`src/rtl/muldiv_unit.sv`:
```
// Iterative MIPS multiply/divide unit owning HI/LO: radix-2 shift-add multiply,
// restoring divide, start/busy/done handshake and MTHI/MTLO write ports.
`timescale 1ns/1ps
module muldiv_unit #(
    parameter int WIDTH = 32
) (
    input  logic             clk,
    input  logic             reset,
    input  logic             start,
    input  logic [1:0]       op,
    input  logic [WIDTH-1:0] a,
    input  logic [WIDTH-1:0] b,
    input  logic             mthi,
    input  logic             mtlo,
    input  logic [WIDTH-1:0] wdata,
    output logic             busy,
    output logic             done,
    output logic             div0,
    output logic [WIDTH-1:0] hi,
    output logic [WIDTH-1:0] lo
);

    localparam int CW = $clog2(WIDTH + 1);

    typedef enum logic [1:0] {
        ST_IDLE = 2'b00,
        ST_CALC = 2'b01,
        ST_FIX  = 2'b10,
        ST_DONE = 2'b11
    } state_t;

    state_t               state_r, state_next_s;
    logic [CW-1:0]        cnt_r;
    logic [2*WIDTH-1:0]   acc_r, acc_next_s, prod_s;
    logic [WIDTH-1:0]     opnd_r, a_orig_r;
    logic                 is_div_r, neg_lo_r, neg_hi_r, b_zero_r;
    logic                 idle_s, accept_s, last_iter_s;
    logic                 is_signed_s, a_neg_s, b_neg_s;
    logic [WIDTH-1:0]     a_abs_s, b_abs_s;
    logic [WIDTH:0]       addend_s, mul_sum_s, rem_sh_s, diff_s;
    logic [WIDTH-1:0]     res_hi_s, res_lo_s, hi_next_s, lo_next_s;
    logic                 busy_r, done_r, div0_r;
    logic [WIDTH-1:0]     hi_r, lo_r;

    function automatic logic [WIDTH-1:0] cond_neg(input logic [WIDTH-1:0] v, input logic neg);
        cond_neg = neg ? (~v + {{(WIDTH-1){1'b0}}, 1'b1}) : v;
    endfunction

    // Operand decode and accept qualification.
    always_comb begin
        idle_s      = (state_r == ST_IDLE) || (state_r == ST_DONE);
        accept_s    = idle_s && start;
        is_signed_s = ~op[0];
        a_neg_s     = is_signed_s & a[WIDTH-1];
        b_neg_s     = is_signed_s & b[WIDTH-1];
        a_abs_s     = cond_neg(a, a_neg_s);
        b_abs_s     = cond_neg(b, b_neg_s);
        last_iter_s = (cnt_r == CW'(WIDTH - 1));
    end

    // Next-state logic.
    always_comb begin
        state_next_s = state_r;
        case (state_r)
            ST_IDLE: begin
                if (accept_s) state_next_s = ST_CALC;
                else          state_next_s = ST_IDLE;
            end
            ST_CALC: begin
                if (last_iter_s) state_next_s = ST_FIX;
                else             state_next_s = ST_CALC;
            end
            ST_FIX:  state_next_s = ST_DONE;
            ST_DONE: begin
                if (accept_s) state_next_s = ST_CALC;
                else          state_next_s = ST_IDLE;
            end
            default: state_next_s = ST_IDLE;
        endcase
    end

    // One iteration: acc holds {partial, multiplier} or {remainder, dividend/quotient}.
    always_comb begin
        if (acc_r[0]) addend_s = {1'b0, opnd_r};
        else          addend_s = {(WIDTH+1){1'b0}};
        mul_sum_s = {1'b0, acc_r[2*WIDTH-1:WIDTH]} + addend_s;
        rem_sh_s  = acc_r[2*WIDTH-1:WIDTH-1];
        diff_s    = rem_sh_s - {1'b0, opnd_r};
        if (is_div_r) begin
            // diff_s[WIDTH] set means the trial subtraction borrowed: restore.
            if (!diff_s[WIDTH]) acc_next_s = {diff_s[WIDTH-1:0], acc_r[WIDTH-2:0], 1'b1};
            else                acc_next_s = {rem_sh_s[WIDTH-1:0], acc_r[WIDTH-2:0], 1'b0};
        end else begin
            acc_next_s = {mul_sum_s, acc_r[WIDTH-1:1]};
        end
    end

    // Sign correction and HI/LO write selection.
    always_comb begin
        if (neg_lo_r) prod_s = ~acc_r + {{(2*WIDTH-1){1'b0}}, 1'b1};
        else          prod_s = acc_r;
        if (!is_div_r) begin
            res_hi_s = prod_s[2*WIDTH-1:WIDTH];
            res_lo_s = prod_s[WIDTH-1:0];
        end else if (b_zero_r) begin
            res_hi_s = a_orig_r;
            res_lo_s = {WIDTH{1'b1}};
        end else begin
            res_hi_s = cond_neg(acc_r[2*WIDTH-1:WIDTH], neg_hi_r);
            res_lo_s = cond_neg(acc_r[WIDTH-1:0], neg_lo_r);
        end
        hi_next_s = hi_r;
        lo_next_s = lo_r;
        if (state_r == ST_FIX) begin
            hi_next_s = res_hi_s;
            lo_next_s = res_lo_s;
        end else if (idle_s) begin
            if (mthi) hi_next_s = wdata;
            else      hi_next_s = hi_r;
            if (mtlo) lo_next_s = wdata;
            else      lo_next_s = lo_r;
        end else begin
            hi_next_s = hi_r;
            lo_next_s = lo_r;
        end
    end

    // State register.
    always_ff @(posedge clk or negedge reset) begin
        if (!reset) state_r <= ST_IDLE;
        else        state_r <= state_next_s;
    end

    // Operand capture and iteration datapath.
    always_ff @(posedge clk or negedge reset) begin
        if (!reset) begin
            acc_r    <= {(2*WIDTH){1'b0}};
            opnd_r   <= {WIDTH{1'b0}};
            a_orig_r <= {WIDTH{1'b0}};
            cnt_r    <= {CW{1'b0}};
            is_div_r <= 1'b0;
            neg_lo_r <= 1'b0;
            neg_hi_r <= 1'b0;
            b_zero_r <= 1'b0;
        end else if (accept_s) begin
            acc_r    <= {{WIDTH{1'b0}}, a_abs_s};
            opnd_r   <= b_abs_s;
            a_orig_r <= a;
            cnt_r    <= {CW{1'b0}};
            is_div_r <= op[1];
            neg_lo_r <= a_neg_s ^ b_neg_s;
            neg_hi_r <= op[1] & a_neg_s;
            b_zero_r <= (b == {WIDTH{1'b0}});
        end else if (state_r == ST_CALC) begin
            acc_r <= acc_next_s;
            cnt_r <= cnt_r + {{(CW-1){1'b0}}, 1'b1};
        end
    end

    // Registered status and architectural HI/LO.
    always_ff @(posedge clk or negedge reset) begin
        if (!reset) begin
            busy_r <= 1'b0;
            done_r <= 1'b0;
            div0_r <= 1'b0;
            hi_r   <= {WIDTH{1'b0}};
            lo_r   <= {WIDTH{1'b0}};
        end else begin
            busy_r <= (state_next_s == ST_CALC) || (state_next_s == ST_FIX);
            done_r <= (state_next_s == ST_DONE);
            div0_r <= (state_r == ST_FIX) && is_div_r && b_zero_r;
            hi_r   <= hi_next_s;
            lo_r   <= lo_next_s;
        end
    end

    assign busy = busy_r;
    assign done = done_r;
    assign div0 = div0_r;
    assign hi   = hi_r;
    assign lo   = lo_r;

endmodule
```
`config.mk`:
```
export PLATFORM = sky130hd
export DESIGN_NAME = muldiv_unit
export DESIGN_NICKNAME = d
export VERILOG_FILES = /design/src/rtl/muldiv_unit.sv
export SDC_FILE = /design/constraint.sdc
export NUM_CORES = 1
export LEC_CHECK = 0
export ABC_AREA = 1
export CAP_MARGIN = 20
export CORE_ASPECT_RATIO = 1.4
export CORE_MARGIN = 2
export CORE_UTILIZATION = 40
export CTS_BUF_LIST = sky130_fd_sc_hd__clkbuf_16
export CTS_CLUSTER_SIZE = 24
export DETAILED_ROUTE_END_ITERATION = 10
export PLACE_DENSITY = 0.59
export REMOVE_ABC_BUFFERS = 1
export SLEW_MARGIN = 20
export SYNTH_ARGS = -nofsm -noshare
export SYNTH_HDL_FRONTEND = slang
export SYNTH_SLANG_ARGS = --single-unit
```
`constraint.sdc`:
```
create_clock -name clk -period 2.7 [get_ports clk]
set_input_delay 0.405 -clock clk [delete_from_list [all_inputs] [get_ports clk]]
set_output_delay 0.405 -clock clk [all_outputs]
set_load 0.01 [all_outputs]
```
* Yosys cells after proc, flatten, opt, wreduce, memory -nomap -nowiden
Cells that the tools add are included.
Word-level totals: word-level logic and storage cells 78, output and inout port bits 67, input bits 103, register bits 207
Operators by class: reduce and logical (&&, ||, !) cells 14, bitwise gates (word level) 10, eq/ne operators 7, multiplexer cells 25, add/subtract/negate cells 8
Operators by type and width (number):
- $mux W32 | 15
- $mux W64 | 5
- $add A32 B1 Y32 const B | 4
- $not A32 Y32 | 4
- $add A64 B1 Y64 const B | 1
- $not A64 Y64 | 1
- $add A32 B33 Y33 | 1
- $sub A33 B32 Y33 | 1
- $logic_not A32 Y1 | 1
- $mux W6 | 2
- $eq A2 B2 Y1 const B | 4
- $reduce_bool A2 Y1 | 4
- $add A6 B1 Y6 const B | 1
- $eq A6 B5 Y1 const B | 1
- $pmux W2 S3 | 1
- $eq A2 B1 Y1 const B | 2
- $reduce_and A2 Y1 | 2
- $and A1 B1 Y1 | 3
- $logic_and A1 B1 Y1 | 3
- $logic_not A2 Y1 | 1
- $logic_or A1 B1 Y1 | 2
- $mux W2 | 1
- $reduce_or A2 Y1 | 1
- $mux W1 | 1
- other kinds (2) | 2

* Depth between registers and ports, before layout
depth after elaboration 7, gate-level depth with buffers 19, gate-level depth less buffers 18

* Worst setup path after synthesis
Ideal clock, no wire load.
path type register -> register, start point register acc_r[31], end point register acc_r[54], path buffers 1, setup time 117 ps, path slack 422 ps, data arrival time 2162 ps, clock period less this slack 2278 ps, stages on the path, launching flop included 17, data required time 2583 ps, cell sequence dfrtp_1 > inv_1 > ha_1 > fa_1 > nor2_1 > o21ai_1 > nand2_1 > nand2_1 > nand2_2 > nand2_2 > nand3_1 > nand2_4 > buf_8 > nand2_1 > nand3_1 > nand2_1 > nand2_1
On the way: longest elaborated chain between the ends 5
RTL lines:
- from (decl) | line 34 | logic [2*WIDTH-1:0] acc_r, acc_next_s, prod_s;
- from (signal assigned) | line 137 | acc_r <= {(2*WIDTH){1'b0}};
- from (signal assigned) | line 146 | acc_r <= {{WIDTH{1'b0}}, a_abs_s};
- from (signal assigned) | line 155 | acc_r <= acc_next_s;
- $sub A33 B32 Y33 | line 88 | diff_s = rem_sh_s - {1'b0, opnd_r};
- $mux W64 | line 91 | if (!diff_s[WIDTH]) acc_next_s = {diff_s[WIDTH-1:0], acc_r[WIDTH-2:0], 1'b1};
- $mux W64 | line 89 | if (is_div_r) begin
- $mux W64 | line 154 | end else if (state_r == ST_CALC) begin
- $mux W64 | line 145 | end else if (accept_s) begin
No other way between the ends. The select of a mux whose other input is x is not followed. A chain may end at the register's enable or synchronous reset.

* Worst setup path after layout
start point register acc_r[50], end point register acc_r[33]
The elaborated chain is that of the path after synthesis.

==> impl_metrics.toml <==
[status]
outcome = "complete, no violations"

[setup_path]
cp-start-kind = "flop"
required_ns = 3.18
critical_path_peak_fanout = 18
cp_slowest_stage_delay_ns = 0.51
path_class = "reg2reg"
cpMostUsedCell = "nand2_1"
crit_arrival_ns = 3.08
cpMaxStageDelayCell = "dfrtp_1"
cp-end-kind = "flop"
crit_chain = "ha_1 -> a21oi_1 -> nand2_1 -> nand2_1 -> nand2_1 -> a21oi_2 -> nand2_2 -> nand2_1 -> nand2_4 -> buf_12 -> nand2_2 -> nand3_1 -> nand2_1 -> nand2_1"
crit_family = "simple AND/OR/NAND/NOR gates"
crit_buf_inv = 1

[synth]
synth_sequential_area_ratio = 0.263
synth_area_per_cell_um2 = 5.85
synth_xor_area_frac = 0.0231
synth_edf_count = 0
synth_top_family_by_area = "simple AND/OR/NAND/NOR gates"
ys_types = 55
ys_async_sr_fraction = 1.00
synth_top_cell_area_share = 0.263
synth_area_um2 = 19700
yosys_warnings = 0
yosys.area.top_type = "dfrtp_1"
synth-seq-cells = 207
synth_compound_area_frac = 0.155
yosysMostFrequentCell = "nand2_1"
synth_common_cells = "nand2_1 (1047), inv_1 (437), nor2_1 (434)"
synth.top_cells.by_area = "dfrtp_1 (26%), nand2_1 (20%), inv_1 (8.3%)"
synth_top_flop_cell = "dfrtp_1"
synthMuxAreaShare = 0
netlist_instances = 3368
synth-adder-area-share = 0.0471
synth-simple-area-share = 0.397

[global_routing]
gr-total-overflow = 0
antenna_found_initial = 1
grtUsageTotal = 0.355
grt_pass1_wl_um = 137000
grt_max_degree = 102
grt_pass1_vias = 23550

[pwr]
peakVddDrop_uv = 618
leakage_nw = 12.3
power.density_nw_per_um2 = 1420

[route]
drcViolationCount = 0
drtIter0Drc = 1749
post_drt_wl_per_cell_um = 21.0
viasPerCell = 5.44
vias = 23631
drtAntennaViolNets = 0
routed_wl_um = 91300
dr.pass1.iters = 8

[worst_hold_path]
hp-class = "in2async"

[sta]
fmax_mhz = 384
period_minus_slack_ns = 2.60
fin_crit_sh = 0.965
rsz0062_at_grt = "true"
hold_viol = 0
drv_slew = 0
tightest_slew_ns = 0.802
worst_clock_skew_ns = 0.0232
relSlewSlack = 0.465
holdWs_ns = 0.386
setup-violations-final = 0

[clock_network]
clkSinkCount = 207
clock-root-buffer = "clkbuf_16"
clk_pin_slew_ns = 0.07
cts_buffer_depth = 3
clock_latency_ns = 0.59
cts_max_level = 1
cts_made_buffers = 26
tritoncts = "yes"

[cells_and_area]
area_delta_synth_final_pct = 25.8
postLayoutCoreUtil = 0.507
fillers = 5184
drive_gt1_frac = 0.108
antenna_cells = 0
final_nets = 3862

[floorplan]
die_y_um = 267
coreArea_um2 = 48900
placementRows = 96
start_util = 0.403
die_area_um2 = 51100
pin_count = 170
dieWidth_um = 192

[placed_design]
io_buffers = 169
gp_congestion = 0.976
dp_hpwl_um = 73500

[run]
maxCapViolCount = 0
## cell families after synthesis
group / count (synthesis)
compound gates: 574
xor+xnor: 52
fa+ha+maj: 73
buf+inv: 577
flops: 207
simple gates: 1885
## placed cells by master, fill, tap and decap left out, drive strengths merged, types with 11 or more instances in the layout
master,netlist,layout
nand2,1061,1061
nor2,455,455
inv,445,446
a21oi,260,260
buf,45,250
nand3,241,241
o21ai,236,236
dfrtp,207,207
clkdlybuf4s50,0,168
ha,71,71
nand4,53,53
xor2,39,39
nor3,36,36
clkbuf,84,27
a31oi,25,25
clkinv,3,18
nand3b,13,13
o22ai,13,13
xnor2,13,13
nor4,11,11
## final cells by class
type                    count  area [um2]  area share
multi-input cells        2584       12500       0.503
flip-flops and latches    207        5180       0.209
repair buffers            419        3840       0.155
inverters                 448        1680      0.0679
well taps                 637         797      0.0321
clock buffers              27         676      0.0272
clock inverters            21         138     0.00555
## metal layers
metal  share of wire  routed length, um  vias to the layer above  GRT usage
met5               0                  0                        -          0
met4           0.076               6980                        0      0.230
met3           0.047               4280                      253     0.0298
met2            0.53              48200                      890      0.685
met1            0.35              31800                    11045      0.360
li1                -                  -                    11443          -
## worst register-to-register path: stages, from the launching register on
cell and delay, ns:
dfrtp_1 0.51, ha_1 0.42, a21oi_1 0.26, nand2_1 0.12, nand2_1 0.09, nand2_1 0.08
a21oi_2 0.21, nand2_2 0.08, nand2_1 0.10, nand2_4 0.13, buf_12 0.19, nand2_2 0.08
nand3_1 0.10, nand2_1 0.09, nand2_1 0.05
## flip-flops by register name, summed over array words and instances (netlist names)
name      flops
div0          1
opnd_r       32
hi           32
cnt_r         6
state_r       2
a_orig_r     32
acc_r        64
b_zero_r      1
busy          1
lo           32
is_div_r      1
done          1
neg_hi_r      1
neg_lo_r      1
## metrics by stage
| step | cell area, um2 | total power, mW | setup WS (ns) | setup TNS, ns | std cells |
|---|---|---|---|---|---|
| 6_report | 24800 | 35.3 | 0.0954 | 0 | 4343 |
| 5_1_grt | 24800 | 38.4 | -0.0684 | -0.121 | 4343 |
| 2_1_floorplan | 19100 | 20.4 | -3.19 | -267.80 | 3239 |
| 4_1_cts | 24600 | 34.7 | 0.0158 | 0 | 4339 |
| 3_5_place_dp | 23700 | 31.0 | -0.565 | -0.883 | 4290 |
| 3_3_place_gp | 23700 | 30.7 | -0.575 | -0.773 | 4290 |
## what timing repair did
item                                    4_1_cts  5_1_grt
gates resized for setup                       2       48
hold buffers                                  1        0
buffers inserted                              0        4
hold endpoints to repair                     52        0
endpoints found under the setup margin        2       38
pin swaps                                     0        3
## report_power, final
part / total, mW / switching, mW / internal [mW]
clock: 3.50 / 1.60 / 1.90
sequential: 6.23 / 1.58 / 4.65
combinational: 25.5 / 15.7 / 9.81
total: 35.3 / 18.9 / 16.4
## final timing paths
| kind | slack (ns) | endpoint | start | depth (start not counted) |
|---|---|---|---|---|
| max | 0.1 | acc_r[33]$_DFFE_PN0P_ | acc_r[50]$_DFFE_PN0P_ | 14 |
| min | 0.39 | hi[10]$_DFFE_PN0P_ | reset | 2 |
| max reg2reg | 0.1 | acc_r[33]$_DFFE_PN0P_ | acc_r[50]$_DFFE_PN0P_ | 14 |
| min reg2reg | 0.48 | hi[14]$_DFFE_PN0P_ | hi[14]$_DFFE_PN0P_ | 2 |
| max in group asynchronous | 1.57 | hi[31]$_DFFE_PN0P_ | reset | 3 |
| min in group clk | 0.43 | lo[1]$_DFFE_PN0P_ | wdata[1] | 3 |
Power figures use the tool's default switching activity.
